<file path="config.mk">
export PLATFORM = sky130hd
export DESIGN_NAME = reg_dump_ctrl_flat
export DESIGN_NICKNAME = d
export VERILOG_FILES = /design/src/rtl/reg_dump_ctrl_if.sv /design/src/rtl/reg_dump_ctrl.sv /design/src/flat_wrapper.sv
export SDC_FILE = /design/constraint.sdc
export NUM_CORES = 1
export LEC_CHECK = 0
export BUFFER_PORTS_ARGS = -buffer_cell sky130_fd_sc_hd__buf_2
export CORE_MARGIN = 2
export CORE_UTILIZATION = 47
export DETAILED_ROUTE_END_ITERATION = 16
export MAX_ROUTING_LAYER = met4
export PLACE_DENSITY = 0.82
export SLEW_MARGIN = 20
export SYNTH_ARGS = -nofsm -noshare
export SYNTH_HDL_FRONTEND = slang
export SYNTH_SLANG_ARGS = --single-unit
export TNS_END_PERCENT = 10
</file>
<file path="constraint.sdc">
create_clock -name clk -period 1.8 [get_ports clk]
set_input_delay 0.09 -clock clk [delete_from_list [all_inputs] [get_ports clk]]
set_output_delay 0.09 -clock clk [all_outputs]
set_load 0.005 [all_outputs]
</file>
<file path="src/rtl/reg_dump_ctrl_if.sv">
// -----------------------------------------------------------------------------
// reg_dump_ctrl_if
//   Output stream of the register dump sequencer: one tagged word per
//   handshake.
//
//   Handshake: a word transfers on a rising clk edge where out_valid and
//   out_ready are both high. Once out_valid is raised, the producer holds
//   out_valid, out_addr, out_data, out_last and out_csum stable until that
//   transfer happens. out_ready may change freely and does not depend on
//   out_valid.
//
//   Signals
//     out_valid  producer -> consumer  word valid
//     out_ready  consumer -> producer  consumer accepts word
//     out_addr   producer -> consumer  register index (0 for checksum word)
//     out_data   producer -> consumer  register value or checksum
//     out_last   producer -> consumer  final word of the dump
//     out_csum   producer -> consumer  word is the checksum word
//   Modports: master = producer (reg_dump_ctrl), slave = consumer.
// -----------------------------------------------------------------------------
interface reg_dump_ctrl_if #(
    parameter int DATA_WIDTH = 32,
    parameter int ADDR_WIDTH = 5
);
    logic                  out_valid;
    logic                  out_ready;
    logic [ADDR_WIDTH-1:0] out_addr;
    logic [DATA_WIDTH-1:0] out_data;
    logic                  out_last;
    logic                  out_csum;

    modport master (
        output out_valid,
        output out_addr,
        output out_data,
        output out_last,
        output out_csum,
        input  out_ready
    );

    modport slave (
        input  out_valid,
        input  out_addr,
        input  out_data,
        input  out_last,
        input  out_csum,
        output out_ready
    );
endinterface

</file>
<file path="src/rtl/reg_dump_ctrl.sv">
// -----------------------------------------------------------------------------
// reg_dump_ctrl
//   Read-side sequencer on one read port of the register file. On start it
//   walks first_addr..last_addr (inclusive) and streams each register as one
//   tagged word per cycle over the dout interface. A reversed range produces
//   a one-cycle err pulse together with done and emits nothing.
//
//   Optional feature macro: REG_DUMP_CHECKSUM_EN
//     defined   : after the last register word one extra word carries the XOR
//                 of all emitted data words (out_csum = 1, out_last = 1).
//     undefined : no checksum word; out_csum tied 0; out_last marks the last
//                 register word.
//
//   Ports
//     clk, rst    clock; synchronous active-high reset
//     start       dump request, honoured only in IDLE
//     first_addr  first register of the range, sampled with start
//     last_addr   last register of the range (inclusive), sampled with start
//     raddr       register file read address (always equals cur_addr)
//     rdata       register file read data, combinational from raddr
//     dout        output stream (reg_dump_ctrl_if.master)
//     busy        high in LOAD, SEND, CSUM
//     done        one-cycle pulse in FIN
//     err         one-cycle pulse in FIN on the reversed-range path
//     dbg_state   current FSM state encoding
// -----------------------------------------------------------------------------
module reg_dump_ctrl #(
    parameter int DATA_WIDTH = 32,
    parameter int ADDR_WIDTH = 5
) (
    input  logic                  clk,
    input  logic                  rst,
    input  logic                  start,
    input  logic [ADDR_WIDTH-1:0] first_addr,
    input  logic [ADDR_WIDTH-1:0] last_addr,
    output logic [ADDR_WIDTH-1:0] raddr,
    input  logic [DATA_WIDTH-1:0] rdata,
    reg_dump_ctrl_if.master       dout,
    output logic                  busy,
    output logic                  done,
    output logic                  err,
    output logic [2:0]            dbg_state
);

    typedef enum logic [2:0] {
        S_IDLE = 3'd0,
        S_LOAD = 3'd1,
        S_SEND = 3'd2,
`ifdef REG_DUMP_CHECKSUM_EN
        S_CSUM = 3'd3,
`endif
        S_FIN  = 3'd4
    } state_t;

    state_t state_q;
    state_t state_d;

    logic [ADDR_WIDTH-1:0] cur_addr_q;
    logic [ADDR_WIDTH-1:0] last_q;
    logic                  out_valid_q;
    logic [ADDR_WIDTH-1:0] out_addr_q;
    logic [DATA_WIDTH-1:0] out_data_q;
    logic                  out_last_q;
    logic                  err_q;
`ifdef REG_DUMP_CHECKSUM_EN
    logic [DATA_WIDTH-1:0] csum_q;
    logic                  out_csum_q;
`endif

    logic hs;           // word transfers at the coming edge
    logic at_last;      // word on the bus is the last register of the range
    logic range_ok;
    logic capture;      // load the current register into the output slot
    logic finish_words; // final register word is being accepted

    assign hs       = out_valid_q && dout.out_ready;
    assign at_last  = (out_addr_q == last_q);
    assign range_ok = (first_addr <= last_addr);

    // ---------------------------------------------------------------- FSM
    always_ff @(posedge clk) begin
        if (rst) begin
            state_q <= S_IDLE;
        end else begin
            state_q <= state_d;
        end
    end

    always_comb begin
        state_d      = state_q;
        capture      = 1'b0;
        finish_words = 1'b0;
        case (state_q)
            S_IDLE: begin
                if (start) begin
                    state_d = range_ok ? S_LOAD : S_FIN;
                end
            end
            S_LOAD: begin
                capture = 1'b1;
                state_d = S_SEND;
            end
            S_SEND: begin
                if (hs) begin
                    if (at_last) begin
                        finish_words = 1'b1;
`ifdef REG_DUMP_CHECKSUM_EN
                        state_d      = S_CSUM;
`else
                        state_d      = S_FIN;
`endif
                    end else begin
                        // Capturing on the handshake edge keeps one word per cycle.
                        capture = 1'b1;
                    end
                end
            end
`ifdef REG_DUMP_CHECKSUM_EN
            S_CSUM: begin
                if (hs) begin
                    state_d = S_FIN;
                end
            end
`endif
            S_FIN: begin
                state_d = S_IDLE;
            end
            default: begin
                state_d = S_IDLE;
            end
        endcase
    end

    // ----------------------------------------------------------- datapath
    always_ff @(posedge clk) begin
        if (rst) begin
            cur_addr_q  <= '0;
            last_q      <= '0;
            out_valid_q <= 1'b0;
            out_addr_q  <= '0;
            out_data_q  <= '0;
            out_last_q  <= 1'b0;
            err_q       <= 1'b0;
`ifdef REG_DUMP_CHECKSUM_EN
            csum_q      <= '0;
            out_csum_q  <= 1'b0;
`endif
        end else begin
            // err_q is only ever set for the single FIN cycle after a bad start.
            err_q <= 1'b0;

            if (state_q == S_IDLE && start) begin
                if (range_ok) begin
                    last_q     <= last_addr;
                    cur_addr_q <= first_addr;
`ifdef REG_DUMP_CHECKSUM_EN
                    csum_q     <= '0;
`endif
                end else begin
                    err_q <= 1'b1;
                end
            end

            if (capture) begin
                out_valid_q <= 1'b1;
                out_addr_q  <= cur_addr_q;
                out_data_q  <= rdata;
`ifdef REG_DUMP_CHECKSUM_EN
                // The checksum word carries out_last instead.
                out_last_q  <= 1'b0;
                csum_q      <= csum_q ^ rdata;
`else
                out_last_q  <= (cur_addr_q == last_q);
`endif
                // Wraps past the top register; the wrapped value is never captured.
                cur_addr_q  <= cur_addr_q + 1'b1;
            end else if (finish_words) begin
`ifdef REG_DUMP_CHECKSUM_EN
                // Reuse the output slot for the checksum word; out_valid stays high.
                out_addr_q  <= '0;
                out_data_q  <= csum_q;
                out_last_q  <= 1'b1;
                out_csum_q  <= 1'b1;
`else
                out_valid_q <= 1'b0;
                out_last_q  <= 1'b0;
`endif
            end
`ifdef REG_DUMP_CHECKSUM_EN
            else if (state_q == S_CSUM && hs) begin
                out_valid_q <= 1'b0;
                out_last_q  <= 1'b0;
                out_csum_q  <= 1'b0;
            end
`endif
        end
    end

    // ------------------------------------------------------------ outputs
    assign raddr          = cur_addr_q;
    assign dout.out_valid = out_valid_q;
    assign dout.out_addr  = out_addr_q;
    assign dout.out_data  = out_data_q;
    assign dout.out_last  = out_last_q;
`ifdef REG_DUMP_CHECKSUM_EN
    assign dout.out_csum  = out_csum_q;
    assign busy           = (state_q == S_LOAD) || (state_q == S_SEND) || (state_q == S_CSUM);
`else
    assign dout.out_csum  = 1'b0;
    assign busy           = (state_q == S_LOAD) || (state_q == S_SEND);
`endif
    assign done           = (state_q == S_FIN);
    assign err            = err_q;
    assign dbg_state      = state_q;

endmodule

</file>
<file path="src/flat_wrapper.sv">
// flat-port wrapper written by rule: the top's interface ports become plain ports
module reg_dump_ctrl_flat 
#(
    parameter int DATA_WIDTH = 32,
    parameter int ADDR_WIDTH = 5
)
  (clk, rst, start, first_addr, last_addr, raddr, rdata, busy, done, err, dbg_state, dout_out_valid, dout_out_addr, dout_out_data, dout_out_last, dout_out_csum, dout_out_ready);
  reg_dump_ctrl_if #(.DATA_WIDTH(DATA_WIDTH), .ADDR_WIDTH(ADDR_WIDTH)) dout_i ();
  input  logic clk;
  input  logic rst;
  input  logic start;
  input  logic [ADDR_WIDTH-1:0] first_addr;
  input  logic [ADDR_WIDTH-1:0] last_addr;
  output logic [ADDR_WIDTH-1:0] raddr;
  input  logic [DATA_WIDTH-1:0] rdata;
  output logic busy;
  output logic done;
  output logic err;
  output logic [2:0] dbg_state;
  output wire logic [$bits(dout_i.out_valid)-1:0] dout_out_valid;
  output wire logic [$bits(dout_i.out_addr)-1:0] dout_out_addr;
  output wire logic [$bits(dout_i.out_data)-1:0] dout_out_data;
  output wire logic [$bits(dout_i.out_last)-1:0] dout_out_last;
  output wire logic [$bits(dout_i.out_csum)-1:0] dout_out_csum;
  input wire logic [$bits(dout_i.out_ready)-1:0] dout_out_ready;
  assign dout_out_valid = dout_i.out_valid;
  assign dout_out_addr = dout_i.out_addr;
  assign dout_out_data = dout_i.out_data;
  assign dout_out_last = dout_i.out_last;
  assign dout_out_csum = dout_i.out_csum;
  assign dout_i.out_ready = dout_out_ready;
  reg_dump_ctrl #(.DATA_WIDTH(DATA_WIDTH), .ADDR_WIDTH(ADDR_WIDTH)) u_core (.clk(clk), .rst(rst), .start(start), .first_addr(first_addr), .last_addr(last_addr), .raddr(raddr), .rdata(rdata), .dout(dout_i), .busy(busy), .done(done), .err(err), .dbg_state(dbg_state));
endmodule
</file>
==> results by group <==
GRT
  – Met3 usage: 0.0474
  – Initial antenna violation count: 0
  – Gr busiest metal: met2
  – Global-route wire length before repair: 8500 microns
  – Total Routing Usage GR: 0.205
  – Largest net degree at the start of global routing: 30
  – Global routing usage on met2: 0.338
  – Vias in the first global route: 1955
  – Overflow after GRT: 0
  – M1 GR Usage: 0.245

Synth
  – Mapped Area: 2310 sq um
  – Yosys top cell area share: 0.459
  – Syn avg cell area: 8.40 sq um
  – Syn Inst Count: 275
  – Number of synthesized flops with an enable pin: 0
  – Yosys Warn Count: 0
  – Count of different cell masters after synthesis: 45
  – Syn_nets: 327
  – Main synth FF type: dfxtp_1
  – FF+latch count, synth: 53
  – Top post-synthesis cells by area: dfxtp_1, nand2_1, a21oi_1, ha_1, xor2_1
  – Synth area leader: dfxtp_1
  – Seq/Total Area, Yosys: 0.459
  – Async SR Flop Fraction: 0

Die
  – Initial Utilization: 0.489
  – Standard-cell rows: 25
  – Core area: 4720 sq um
  – Die Area: 5490 sq um
  – Die Width: 74.1 microns
  – Die Y: 74.1 microns
  – I/O pins: 97

Min path
  – Hold_sp: rdata[21]
  – Hold Path Class: in2reg
  – Hold Path End: u_core.dout.out_data[21]$_SDFFE_PP0P_
  – WHS Path Cells: 3

Worst setup path
  – Worst path max stage delay: 350 ps
  – Worst R2R Setup Slack: 80 ps
  – FF-to-FF End: u_core.raddr[2]$_SDFFE_PP0P_
  – CP Class: reg2reg
  – Crit Path Max Fanout: 6
  – Startpoint Class: flop
  – Worst r2r src: u_core.last_q[1]$_SDFFE_PP0P_
  – Critical path capture point type: flop
  – Worst Reg2Reg Path Length in Cells: 7
  – CP max-delay cell: dfxtp_1
  – Most used cell, CP: buf_4
  – Critical Path AT: 1900 ps
  – Worst path required time: 1980 ps
  – Worst Setup SP: u_core.last_q[1]$_SDFFE_PP0P_
  – Crit path cell chain: xor2_1, nor3_2, buf_4, a21oi_4, buf_4, a32oi_1, o22ai_2

Power and ir drop
  – Worst vdd ir: 580 uV
  – Pwr Density: 842 nW/um^2
  – Tot Pwr: 2.58 mW
  – Leakage power: 1.43 nW

Layout
  – Layout area overhead: 32.8%
  – Nets: 432
  – Most frequent cells in the layout: buf_2, nand2_1, dfxtp_1
  – Most common cell after layout, fill and taps aside: buf_2
  – Layout cells sized above 1: 0.346
  – ANT cells: 0

STA
  – Final Hold Fails: 0
  – Tightest Pin Transition: 540 ps
  – Post-layout min period: 1720 ps
  – Period Utilization, post-route: 0.957
  – Fin worst setup slack: 77.0 ps
  – Max transition margin: 0.640
  – Final setup viols: 0
  – Peak Freq: 580 MHz
  – Setup Skew: 8.48 ps
  – Max Slew Vio Count: 0

Route
  – DR WL/cell: 12.6 microns
  – Total number of vias: 2197
  – Iteration-0 DRC count of the detailed router: 77
  – Avg Vias per Cell: 4.90
  – Post-route antenna net violation count: 0
  – Router iterations before antenna repair: 4
  – Routed wire length: 5660 microns
  – Drt drc: 0

Clock tree
  – Worst skew pair latency: 300 ps
  – CTS max path bufs: 2
  – Clk sink count: 53
  – Num CTS Buffers: 5
  – Root cell of the clock tree: clkbuf_8
  – H-tree levels: 2
  – Clock transition at the registers of the reported paths: 100 ps
  – CTS tree: done

Placed design
  – Post-DP HPWL: 4000 microns
  – RePlAce Congestion: 0.982
  – Port Buffers: 95
  – Pre-CTS setup slack: -85.9 ps

Job
  – Max-Cap Viols: 0

Status
  – Status: finished, final reports clean
synth_stat cells (all sizes together), types with 3 or more instances:
cell type and n:
clkbuf 5, xor2 8, ha 6, nor2 8, nor3 6, buf 12
nand2 79, mux2i 6, nand2b 4, inv 10, a21oi 45, nand4 3
dfxtp 53
worst max path at each step:
stage                                                  to  slack (ps)
floorplan                   u_core.last_q[0]$_SDFFE_PP0P_         160
global route                 u_core.raddr[2]$_SDFFE_PP0P_         -20
finish                       u_core.raddr[2]$_SDFFE_PP0P_          80
global placement             u_core.raddr[1]$_SDFFE_PP0P_          10
CTS                 u_core.dout.out_data[14]$_SDFFE_PP0P_          30
detailed placement           u_core.raddr[1]$_SDFFE_PP0P_         -90
kinds of logic after synthesis:
family	after synthesis	share of synthesized area
AOI/OAI and AO/OA	59	0.162
xor gates and xnor gates	10	0.0379
adders and majority gates	6	0.0325
buffers and inverters	27	0.0601
DFF	53	0.459
muxes	7	0.0309
other	1	0.00162
and+or+nand+nor	112	0.215
state kept, by name, indices dropped and copies added (netlist names):
| signal | cells |
|---|---|
| u_core.err | 1 |
| u_core.dout.out_addr | 5 |
| u_core.last_q | 5 |
| u_core.dbg_state | 3 |
| u_core.dout.out_last | 1 |
| u_core.raddr | 5 |
| u_core.dout.out_valid | 1 |
| u_core.dout.out_data | 32 |
cell type report:
type                    count  area, sq um
flip-flops and latches     53         1060
clock inverters             3         46.3
fillers                   399         1660
clock buffers               5         68.8
repair buffers            114          638
well taps                  67         83.8
multi-input cells         196         1130
inverters                  10         37.5
per-stage QoR:
| stage | hold WS [ps] | instance area, sq um | cells | util | TNS (ps) |
|---|---|---|---|---|---|
| after floorplan | 226 | 2310 | 275 | - | 0 |
| after global placement | 330 | 2870 | 433 | 0.607 | 0 |
| after detailed placement | 337 | 2870 | 433 | 0.607 | -85.9 |
| after CTS | 3.55 | 3030 | 445 | 0.641 | 0 |
| after global routing | 7.33 | 3070 | 448 | 0.650 | -29.1 |
| final | 11.6 | 3070 | 448 | 0.650 | 0 |
critical path: cells and delay by family (launching register included):
family | cells | cell delay [ps]
AND/OR/NAND/NOR | 1 | 280
buffers and inverters | 2 | 340
AO/OA/AOI/OAI | 3 | 450
flip-flops | 1 | 350
XOR/XNOR | 1 | 180
power breakdown:
| group | leakage, nW | total (mW) | switching [mW] | internal, mW |
|---|---|---|---|---|
| Combinational | 0.945 | 0.492 | 0.251 | 0.241 |
| Sequential | 0.430 | 1.28 | 0.0509 | 1.23 |
| Clock | 0.0543 | 0.807 | 0.391 | 0.417 |
layer usage:
metal | wire length, microns | vias to the layer above
met3 | 296 | 6
met2 | 2780 | 68
met4 | 82 | 0
met5 | 0 | -
met1 | 2500 | 994
li1 | - | 1129
repair_timing:
item                                    CTS  global route
endpoints found under the setup margin    2            28
gates resized for setup                   1             3
setup buffers                             4             2
cloned                                    0             1
hold buffers                              0             0
Power figures use the tool's default switching activity.
